File: config.mk
export PLATFORM = sky130hd
export DESIGN_NAME = bcd_updown_counter_seg
export DESIGN_NICKNAME = d
export VERILOG_FILES = /design/src/rtl/bcd_updown_counter_seg.sv
export SDC_FILE = /design/constraint.sdc
export NUM_CORES = 1
export LEC_CHECK = 0
export ABC_AREA = 0
export CAP_MARGIN = 20
export CORE_MARGIN = 5
export CORE_UTILIZATION = 47
export CTS_BUF_LIST = sky130_fd_sc_hd__clkbuf_4 sky130_fd_sc_hd__clkbuf_8
export CTS_CLUSTER_SIZE = 10
export DETAILED_ROUTE_END_ITERATION = 12
export PLACE_DENSITY = 0.89
export SLEW_MARGIN = 15
export SYNTH_ARGS = -nofsm -noshare
export SYNTH_HDL_FRONTEND = slang
export SYNTH_SLANG_ARGS = --single-unit
File: constraint.sdc
create_clock -name CP -period 2.45 [get_ports CP]
set_input_delay 0.245 -clock CP [delete_from_list [all_inputs] [get_ports CP]]
set_output_delay 0.245 -clock CP [all_outputs]
set_load 0.01 [all_outputs]
File: src/rtl/bcd_updown_counter_seg.sv
// Cascaded BCD up/down counter with load and clear, plus 7-segment decode with ripple blanking.
// Latency: Q updates one CP edge after its controls; TC, o_Z and RBON follow Q and the inputs combinationally.
// Backpressure: none; CEP/CET gate counting and the state holds while either is low.
module bcd_updown_counter_seg #(
    parameter int DIGITS  = 2,
    parameter int RST_VAL = 0
) (
    input  logic                  CP,
    input  logic                  rst,
    input  logic [4*DIGITS-1:0]   D,
    input  logic                  PEn,
    input  logic                  MRn,
    input  logic                  CEP,
    input  logic                  CET,
    input  logic                  UD,
    input  logic                  LTN,
    input  logic                  BIN,
    input  logic                  RBIN,
    output logic [4*DIGITS-1:0]   Q,
    output logic                  TC,
    output logic                  RBON,
    output logic [7*DIGITS-1:0]   o_Z
);

    function automatic logic [4*DIGITS-1:0] to_bcd(input int value);
        logic [4*DIGITS-1:0] result;
        int                  rem;
        result = '0;
        rem    = value;
        for (int i = 0; i < DIGITS; i++) begin
            result[4*i +: 4] = 4'(rem % 10);
            rem              = rem / 10;
        end
        return result;
    endfunction

    function automatic logic [6:0] seg_pattern(input logic [3:0] digit);
        case (digit)
            4'd0:    seg_pattern = 7'b0000001;
            4'd1:    seg_pattern = 7'b1001111;
            4'd2:    seg_pattern = 7'b0010010;
            4'd3:    seg_pattern = 7'b0000110;
            4'd4:    seg_pattern = 7'b1001100;
            4'd5:    seg_pattern = 7'b0100100;
            4'd6:    seg_pattern = 7'b0100000;
            4'd7:    seg_pattern = 7'b0001111;
            4'd8:    seg_pattern = 7'b0000000;
            4'd9:    seg_pattern = 7'b0000100;
            default: seg_pattern = 7'b1111111;
        endcase
    endfunction

    localparam logic [4*DIGITS-1:0] RST_BCD = to_bcd(RST_VAL);

    logic [4*DIGITS-1:0] d_clamp;
    logic [4*DIGITS-1:0] q_next;
    logic                at_term;

    // at_term doubles as the carry/borrow chain: a digit steps only when every lower digit sits at its limit.
    always_comb begin
        d_clamp = D;
        q_next  = Q;
        at_term = 1'b1;
        for (int i = 0; i < DIGITS; i++) begin
            if (D[4*i +: 4] > 4'd9) begin
                d_clamp[4*i +: 4] = 4'd9;
            end
            if (at_term) begin
                if (UD) begin
                    q_next[4*i +: 4] = (Q[4*i +: 4] >= 4'd9) ? 4'd0 : Q[4*i +: 4] + 4'd1;
                end else begin
                    q_next[4*i +: 4] = (Q[4*i +: 4] == 4'd0) ? 4'd9 : Q[4*i +: 4] - 4'd1;
                end
            end
            at_term = at_term & (UD ? (Q[4*i +: 4] == 4'd9) : (Q[4*i +: 4] == 4'd0));
        end
    end

    assign TC = CET & at_term;

    always_ff @(posedge CP) begin
        if (rst) begin
            Q <= RST_BCD;
        end else if (!MRn) begin
            Q <= RST_BCD;
        end else if (!PEn) begin
            Q <= d_clamp;
        end else if (CEP && CET) begin
            Q <= q_next;
        end
    end

    // Leading-zero blanking ripples from the most significant digit downwards.
    always_comb begin
        logic rb;
        logic blank;
        o_Z   = '1;
        rb    = RBIN;
        blank = 1'b0;
        for (int i = DIGITS - 1; i >= 0; i--) begin
            blank = (Q[4*i +: 4] == 4'd0) && !rb && LTN && BIN;
            if (!BIN) begin
                o_Z[7*i +: 7] = 7'b1111111;
            end else if (!LTN) begin
                o_Z[7*i +: 7] = 7'b0000000;
            end else if (blank) begin
                o_Z[7*i +: 7] = 7'b1111111;
            end else begin
                o_Z[7*i +: 7] = seg_pattern(Q[4*i +: 4]);
            end
            rb = !blank;
        end
        RBON = rb;
    end

endmodule

==> metrics <==
Top delay family on crit path=compound AO/OA/AOI/OAI gates; sequential element share of the synthesized area=a little under a quarter; critical path fanouts, max=6; Setup WS post-layout=-0.0918 ns; Total Wirelength=between 6 and 7 mm; status=finished with violations; FF+latch area=about 450 sq um; Hold Path End=Q[0]; antenna violations before repair=0; r2r startpoint=Q[0]; share of cells above drive strength 1=a little under a third; Ports=between 40 and 50; total negative slack=-0.139 ns; number of global-route vias before repair=about 2000; final hold slack=0.736 ns; final hold violations=0; GRT met3 Usage=approximately 3.6%; Post-Synthesis Cells=roughly 230; Inserted Diodes=0; CTS H-tree lvls=1; root buf cell=clkbuf_8; post-synth top area share=between 20% and 30%; core box area=roughly 3700 sq um; gr ovfl total=0; hold path cells=3; Clk Latency, worst-skew pair=0.27 ns; critical-path cell list=inv_1 > ha_4 > nor3b_4 > o211ai_1 > and2_4 > o31a_1 > buf_4 > ha_1 > nor2_1 > o311a_1; most used routing layer=met2; max_slew headroom=67.7%; Worst EP arrival=2.69 ns; TritonCTS sink count=22; slowest stage delay, CP=0.38 ns; cell area after layout=2910 sq um; worst path required time=2.60 ns; Routability Congestion=0.894; ys flop type=dfxtp_1; RSZ-0062 raised after global routing=true; Nets=351; multi-input logic area=1450 sq um; Final min period=about 2.5 ns; Port Buffer Count=just over 40; crit start category=flip-flop; Synth Cell Area=approximately 1900 sq um; DP Wirelength=slightly below 4 mm; worst min path class=primary input to flip-flop; final setup violation count=2; FF-to-FF setup slack=-0.09 ns; Yosys reg bits=22; Final Power=between 1 and 1.5 mW; Crit-path slowest cell=dfxtp_4; Slew Limit Fails=0; DRC violations left=0; synthesized area per cell=just under 8 sq um; # rows=22; DR iter-0 viols=roughly 150; first-pass GRT wire length=between 9 and 10 mm; clock skew=0.00671 ns; Slew @ Worst Pin=0.483 ns; Worst IR Drop VDD=a little over 0.0003 V; Max Cap Viol=0; Hold Path Origin=D[0]; FFs w/ async S/R, synth=0%; synth warn=0; leading post-synthesis cells by cell area=dfxtp_1, ha_1, a21oi_1, o21ai_0, nand2_1; Num CTS Buffers=3; post-synth cell types=just under 60; CTS Hold Buffers Added=0; vias=between 2000 and 2500; Reg clk slew, reported paths=about 0.08 ns; Total GRT Usage=21.2%; CTS tree=done; Initial Utilization=a little under 50%; WP buf/inv=2; fmax=0.393 GHz; grt met2 use=a little under 40%; failing checks=setup timing; vias per cell=approximately 5.9; Die Wd=between 70 and 80 um; clk buf depth=2; P_leak=~1.3 nW; Layout area overhead=57.1%; drt wl/cell=approximately 17 um; DRT antenna net count=0; DIE AREA=between 5000 and 6000 sq um; Fillers=between 200 and 250; Post-synth EDFFs=0; syn_nets=270; Cell Area, Placed=2580 sq um; largest net degree at the start of global routing=19; PD cells=about 360 nW/um^2; Setup CP Type=flip-flop to flip-flop; R2R depth=10; Final period util=104%; top cell type by total area after synthesis=dfxtp_1; met1 usage=between 20% and 30%; first-pass iteration count of the detailed router=5; Critical Path Sink Type=flip-flop; Die Span Y=~73 um
## cells in the mapped netlist, types with 3 or more instances
cell type  number
clkbuf_1        8
nand2b_1        3
inv_1          19
o31ai_1         3
a21oi_1        17
o21ai_0        17
nor2_1         14
and2_1          8
ha_1           18
buf_2           6
nand3_1         4
mux2i_1         5
nand2_1        22
o21a_1          5
and3_1          5
dfxtp_1        22
o211ai_1        3
nor3b_1         3
## worst max-delay path by stage
stage	startpoint	to	slack (ns)	cells past startpoint
4_1_cts	Q[5]	o_Z[4]	0.002	8
3_5_place_dp	UD	flip-flop	-0.21	9
5_1_grt	Q[0]	flip-flop	-0.13	11
2_1_floorplan	Q[5]	flip-flop	0.004	9
6_report	Q[0]	flip-flop	-0.09	10
3_3_place_gp	UD	flip-flop	-0.08	9
## cell families (layout without fill, tap and decap cells)
family | count (synthesis) | in the layout | share of synthesized area [%]
buffers and inverters | 34 | 114 | 7.71
multiplexers | 6 | 6 | 3.31
AND/OR/NAND/NOR | 75 | 75 | 22.2
flip-flops | 22 | 22 | 23.8
AO/OA/AOI/OAI | 79 | 79 | 30.8
adder cells (fa/ha/maj) | 18 | 18 | 12.2
## worst register-to-register path, stage by stage, from the launching register on
cell,delay [ns]
dfxtp_4,0.38
inv_1,0.08
ha_4,0.19
nor3b_4,0.15
o211ai_1,0.36
and2_4,0.24
o31a_1,0.27
buf_4,0.17
ha_1,0.15
nor2_1,0.06
o311a_1,0.35
## layer usage
layer | up-vias | share of wire, %
li1 | 1009 | -
met1 | 1021 | 40
met2 | 77 | 52
met3 | 20 | 4.7
met4 | 0 | 3.4
met5 | - | 0
## layout make-up
type                       count  share of cell area [%]
multi-input combinational    178                    49.8
timing repair buffer          91                    28.4
sequential                    22                    15.4
inverter                      19                    2.45
tap                           48                    2.07
clock buffer                   4                    1.89
## timing repair
item,in CTS,in global routing
endpoints found under the setup margin,18,21
endpoints found under the hold margin,0,0
pin swaps,5,16
setup buffers,3,5
gates resized for setup,13,46
cloned,0,0
## metrics by stage
step           std cells  utilization [%]  worst slack, ns
2_1_floorplan        234                -          0.00353
3_3_place_gp         350             69.0          -0.0774
3_5_place_dp         350             69.0           -0.206
4_1_cts              357             71.7          0.00181
5_1_grt              362             77.7           -0.132
6_report             362             77.7          -0.0918
## layout by cell type (no fill, tap or decap), drive strengths merged, types with 5 or more instances in the layout
master,instances
a21oi,18
and2,8
and3,5
buf,50
clkdlybuf4s50,27
dfxtp,22
dlymetal6s2s,10
ha,18
inv,19
mux2i,5
nand2,22
nor2,14
o21a,5
o21ai,20
## where the power goes
| group | switching (mW) | internal (mW) | leakage (nW) |
|---|---|---|---|
| registers | 0.0108 | 0.380 | 0.182 |
| logic | 0.186 | 0.200 | 1.09 |
| clock network | 0.122 | 0.144 | 0.0288 |
| total | 0.319 | 0.723 | 1.30 |
No activity file was read; power rests on OpenSTA's default activity.
